`src/rtl/reg_file_dump_ctrl.sv`:
```
// End-of-run register file dump: after END_COUNT cycles or a forced trigger, streams
// every register as an (index, value) beat. Define DUMP_CHECKSUM_EN to append an XOR checksum beat.
module reg_file_dump_ctrl #(
  parameter int END_COUNT = 250,
  parameter int NUM_REGS  = 32,
  parameter int DATA_W    = 32,
  parameter int ADDR_W    = 5
) (
  input  logic              clk_i,
  input  logic              rst_i,
  input  logic              force_dump_i,
  output logic [ADDR_W-1:0] rf_addr_o,
  input  logic [DATA_W-1:0] rf_data_i,
  output logic              dump_valid_o,
  input  logic              dump_ready_i,
  output logic [ADDR_W:0]   dump_idx_o,
  output logic [DATA_W-1:0] dump_data_o,
  output logic              busy_o,
  output logic              done_o
);

  localparam int CNT_W = $clog2(END_COUNT + 1);
  localparam logic [CNT_W-1:0]  CNT_MAX  = CNT_W'(END_COUNT);
  localparam logic [CNT_W-1:0]  CNT_TRIG = CNT_W'(END_COUNT - 1);
  localparam logic [ADDR_W-1:0] LAST_IDX = ADDR_W'(NUM_REGS - 1);

  typedef enum logic [1:0] {WAIT, LOAD, SEND, DONE} state_t;

  state_t            state;
  logic [CNT_W-1:0]  cycle_cnt;
  logic [ADDR_W-1:0] idx;
`ifdef DUMP_CHECKSUM_EN
  localparam logic [ADDR_W:0] CHK_IDX = (ADDR_W + 1)'(NUM_REGS);
  logic [DATA_W-1:0] chk;
`endif

  assign rf_addr_o = idx;

  always_ff @(posedge clk_i) begin
    if (rst_i) begin
      state        <= WAIT;
      cycle_cnt    <= '0;
      idx          <= '0;
      dump_valid_o <= 1'b0;
      dump_idx_o   <= '0;
      dump_data_o  <= '0;
      busy_o       <= 1'b0;
      done_o       <= 1'b0;
`ifdef DUMP_CHECKSUM_EN
      chk          <= '0;
`endif
    end else begin
      if (cycle_cnt != CNT_MAX)
        cycle_cnt <= cycle_cnt + 1'b1;
      case (state)
        WAIT: begin
          if (cycle_cnt == CNT_TRIG || force_dump_i) begin
            state  <= LOAD;
            busy_o <= 1'b1;
          end
        end
        LOAD: begin
          dump_data_o  <= rf_data_i;
          dump_idx_o   <= {1'b0, idx};
          dump_valid_o <= 1'b1;
          state        <= SEND;
        end
        SEND: begin
          // Beat is frozen until accepted; the register file is not re-read while stalled.
          if (dump_ready_i) begin
            dump_valid_o <= 1'b0;
`ifdef DUMP_CHECKSUM_EN
            chk <= chk ^ dump_data_o;
            if (dump_idx_o == CHK_IDX) begin
              state  <= DONE;
              busy_o <= 1'b0;
              done_o <= 1'b1;
            end else if (idx == LAST_IDX) begin
              dump_valid_o <= 1'b1;
              dump_idx_o   <= CHK_IDX;
              dump_data_o  <= chk ^ dump_data_o;
            end else begin
              idx   <= idx + 1'b1;
              state <= LOAD;
            end
`else
            if (idx == LAST_IDX) begin
              state  <= DONE;
              busy_o <= 1'b0;
              done_o <= 1'b1;
            end else begin
              idx   <= idx + 1'b1;
              state <= LOAD;
            end
`endif
          end
        end
        DONE: begin
          done_o <= 1'b1;
        end
        default: state <= WAIT;
      endcase
    end
  end

endmodule
```
`config.mk`:
```
export PLATFORM = sky130hd
export DESIGN_NAME = reg_file_dump_ctrl
export DESIGN_NICKNAME = d
export VERILOG_FILES = /design/src/rtl/reg_file_dump_ctrl.sv
export SDC_FILE = /design/constraint.sdc
export NUM_CORES = 1
export LEC_CHECK = 0
export BUFFER_PORTS_ARGS = -buffer_cell sky130_fd_sc_hd__buf_2
export CAP_MARGIN = 10
export CORE_MARGIN = 2
export CORE_UTILIZATION = 35
export DETAILED_ROUTE_END_ITERATION = 16
export PLACE_DENSITY = 0.64
export SLEW_MARGIN = 20
export SYNTH_ARGS = -nofsm -noshare
export SYNTH_HDL_FRONTEND = slang
export SYNTH_SLANG_ARGS = --single-unit
```
`constraint.sdc`:
```
create_clock -name clk_i -period 2.89 [get_ports clk_i]
set_input_delay 0 -clock clk_i [delete_from_list [all_inputs] [get_ports clk_i]]
set_output_delay 0 -clock clk_i [all_outputs]
set_load 0.02 [all_outputs]
```
==> summary.txt <==
Yosys reg bits: 55
Final wirelength: 4.72 mm
Leak: 1.44 nW
Cell Pwr Density: 733 mW/mm²
CTS root buf: clkbuf_8
Final setup vio count: 0
Setup total negative slack: 0 ns
Yosys top cell by area: dfxtp_1
# rows: 28
GRT busiest layer: met2
Slew Limit Fails: 0
Synth top area share: 50.5%
Remaining design rule violation count: 0
Layout Nets: 369
Num CTS Buffers: 5
Area delta synth->final: 39.8%
Antenna Nets Post-Route: 0
Final GP Congestion: 0.799
Met1 usage: 15.2%
Syn Area/Cell: 10.1 µm²
Critical path's largest stage delay: 0.36 ns
Pre-CTS setup slack: 1.08 ns
Startpoint types: flop
Syn_nets: 261
Gr ovfl total: 0
CTS tree: done
Sum of buffers and inverters on the critical path: 0
Max Clock Freq: 552 MHz
Dpl hpwl: 2.92 mm
Clock latency on the worst-skew pair: 0.31 ns
Post-Syn Instances: 215
Synth Flop Type: dfxtp_1
Top cell by count, worst path: ha_1
IO buf count: 80
Final min period: 1.81 ns
Final core utilization: 51.2%
Final Hold Fails: 0
First-pass GRT wire length: 7.69 mm
PnR worst setup slack: 1.08 ns
Max Cap Viol: 0
Io pins: 82
Worst-path clk slew: 0.09 ns
Die area: 0.00688 mm²
1st-pass router iterations: 4
Count of cell types in the netlist: 32
RSZ-0062 raised after global routing: no
Number of global-route vias before repair: 1745
Clock skew: 0.00942 ns
Initial antenna violation count: 0
Top delay family on crit path: simple AND/OR/NAND/NOR gates
Worst Path Max Fanout: 5
Slowest cell on crit path: dfxtp_1
Inst Count DP: 359
Netlist Area Pre-Place: 0.00218 mm²
Worst Tran Pin Value: 0.990 ns
Most numerous cell in the Yosys netlist: dfxtp_1
Critical Path RT: 3.05 ns
Outcome: finished, final reports clean
Core area: 0.00596 mm²
Placed cell areas: 0.00264 mm²
Seq/Total Area, Yosys: 50.5%
Initial drt markers: 52
GRT Total Usage: 13.5%
Initial Utilization: 36.6%
Layout cells sized above 1: 27.8%
EDFF count, synth: 0
# fillers: 581
Ys Warns: 0
Post-synth ARST share: 0%
GR Util met2: 23.4%
Antenna diode count: 0
Largest net degree at the start of global routing: 57
Design area: 0.00305 mm²
Top cells by count, synth: 55 x dfxtp_1, 50 x nor2_1, 39 x mux2i_1
Die Span Y: 82.9 µm
Via count: 1834
Final non-filler cell total: 399
WL/cell: 11.8 µm
Rel. slew slack: 34.0%
Die width: 82.9 µm
HP Class: input port to flop
H-tree level count: 2
Top cells by area, synth: dfxtp_1 50%, mux2i_1 18%, nor2_1 8.6%
Vias/cell: 4.60
Met3 GRT Util: 3.88%
CP cell instances: ha_1 > and3_1 > ha_1 > and3b_1 > nand4_1 > xor2_1 > nor2_1
Worst EP arrival: 1.98 ns
Worst Setup End Kind: flop
Clk sinks: 55
Crit share post-route: 62.7%
Clock buffer depth: 2
Max VDD drop: 0.364 mV
Critical Setup Path Class: flop to flop
## per-layer routing
| metal | vias to the layer above | part of all wire, % |
|---|---|---|
| met4 | 0 | 2.0 |
| met2 | 59 | 49 |
| li1 | 934 | - |
| met5 | - | 0 |
| met1 | 831 | 43 |
| met3 | 10 | 6.1 |
## final timing paths
kind / from / to / slack (ns) / depth (start not counted)
max: rf_addr_o[0]$_SDFFE_PP0P_ / rf_addr_o[3]$_SDFFE_PP0P_ / 1.08 / 7
min: dump_ready_i / dump_valid_o$_SDFFE_PP0P_ / 0.04 / 4
max reg2reg: rf_addr_o[0]$_SDFFE_PP0P_ / rf_addr_o[3]$_SDFFE_PP0P_ / 1.08 / 7
min reg2reg: dump_data_o[3]$_SDFFE_PP0P_ / dump_data_o[3]$_SDFFE_PP0P_ / 0.50 / 2
## state kept, by name, summed over array words and instances (netlist names)
name and count:
state 2, done_o 1, busy_o 1, dump_valid_o 1
dump_idx_o 5, cycle_cnt 8, dump_data_o 32, rf_addr_o 5
## report_power, final
part | total (mW) | switching, mW | leakage, nW | internal (mW)
sequential | 0.970 | 0.0746 | 0.449 | 0.895
clock | 0.409 | 0.239 | 0.0412 | 0.170
combinational | 0.855 | 0.479 | 0.945 | 0.377
## worst min-delay path, cell delays in order
cell and delay [ns]:
buf_2 0.12, nand2_1 0.06, a22oi_1 0.05, nor2_1 0.07
## cells in the final DEF, fill, tap and decap left out, types with 2 or more instances in the layout
cell | Yosys | final
and3_1 | 2 | 2
ha_1 | 10 | 9
a21oi_1 | 4 | 4
xor2_1 | 5 | 5
inv_1 | 6 | 6
nand3_1 | 3 | 3
xnor2_1 | 5 | 5
nor2_1 | 50 | 50
dfxtp_1 | 55 | 55
a211oi_1 | 2 | 2
nand2_1 | 3 | 3
o21ai_0 | 2 | 2
clkbuf_8 | 0 | 5
mux2i_1 | 39 | 39
buf_2 | 4 | 80
dlygate4sd3_1 | 0 | 32
nand4_1 | 3 | 3
## metrics by stage
step / power (mW) / hold WS [ns]
5_1_grt: 2.37 / 0.0408
3_3_place_gp: 1.80 / 0.232
3_5_place_dp: 1.81 / 0.245
6_report: 2.23 / 0.0375
4_1_cts: 2.26 / 0.0260
2_1_floorplan: 1.57 / 0.147
## logic make-up after synthesis
logic type / count (synthesis) / synth area share [%]
simple gates: 69 / 14.1
flops: 55 / 50.5
mux: 39 / 17.9
buf+inv: 18 / 3.50
compound gates: 13 / 4.13
fa+ha+maj: 10 / 5.74
xor+xnor: 10 / 4.02
other cells: 1 / 0.172
## timing repair
| action | 4_1_cts | 5_1_grt |
|---|---|---|
| endpoints found under the hold margin | 32 | 0 |
| setup endpoints to repair | 0 | 0 |
| gates resized for setup | 0 | 0 |
| hold buffers | 32 | 0 |
| buffers inserted | 0 | 0 |
## area by class of cell
type / count / area [µm²] / share of cell area (%)
Sequential cell: 55 / 1100 / 36.1
Multi-Input combinational cell: 142 / 1010 / 33.0
Timing Repair Buffer: 113 / 741 / 24.3
Tap cell: 75 / 93.8 / 3.08
Clock buffer: 6 / 72.6 / 2.38
Inverter: 6 / 22.5 / 0.739
Clock inverter: 2 / 12.5 / 0.410
(Power assumes the default switching activity.)
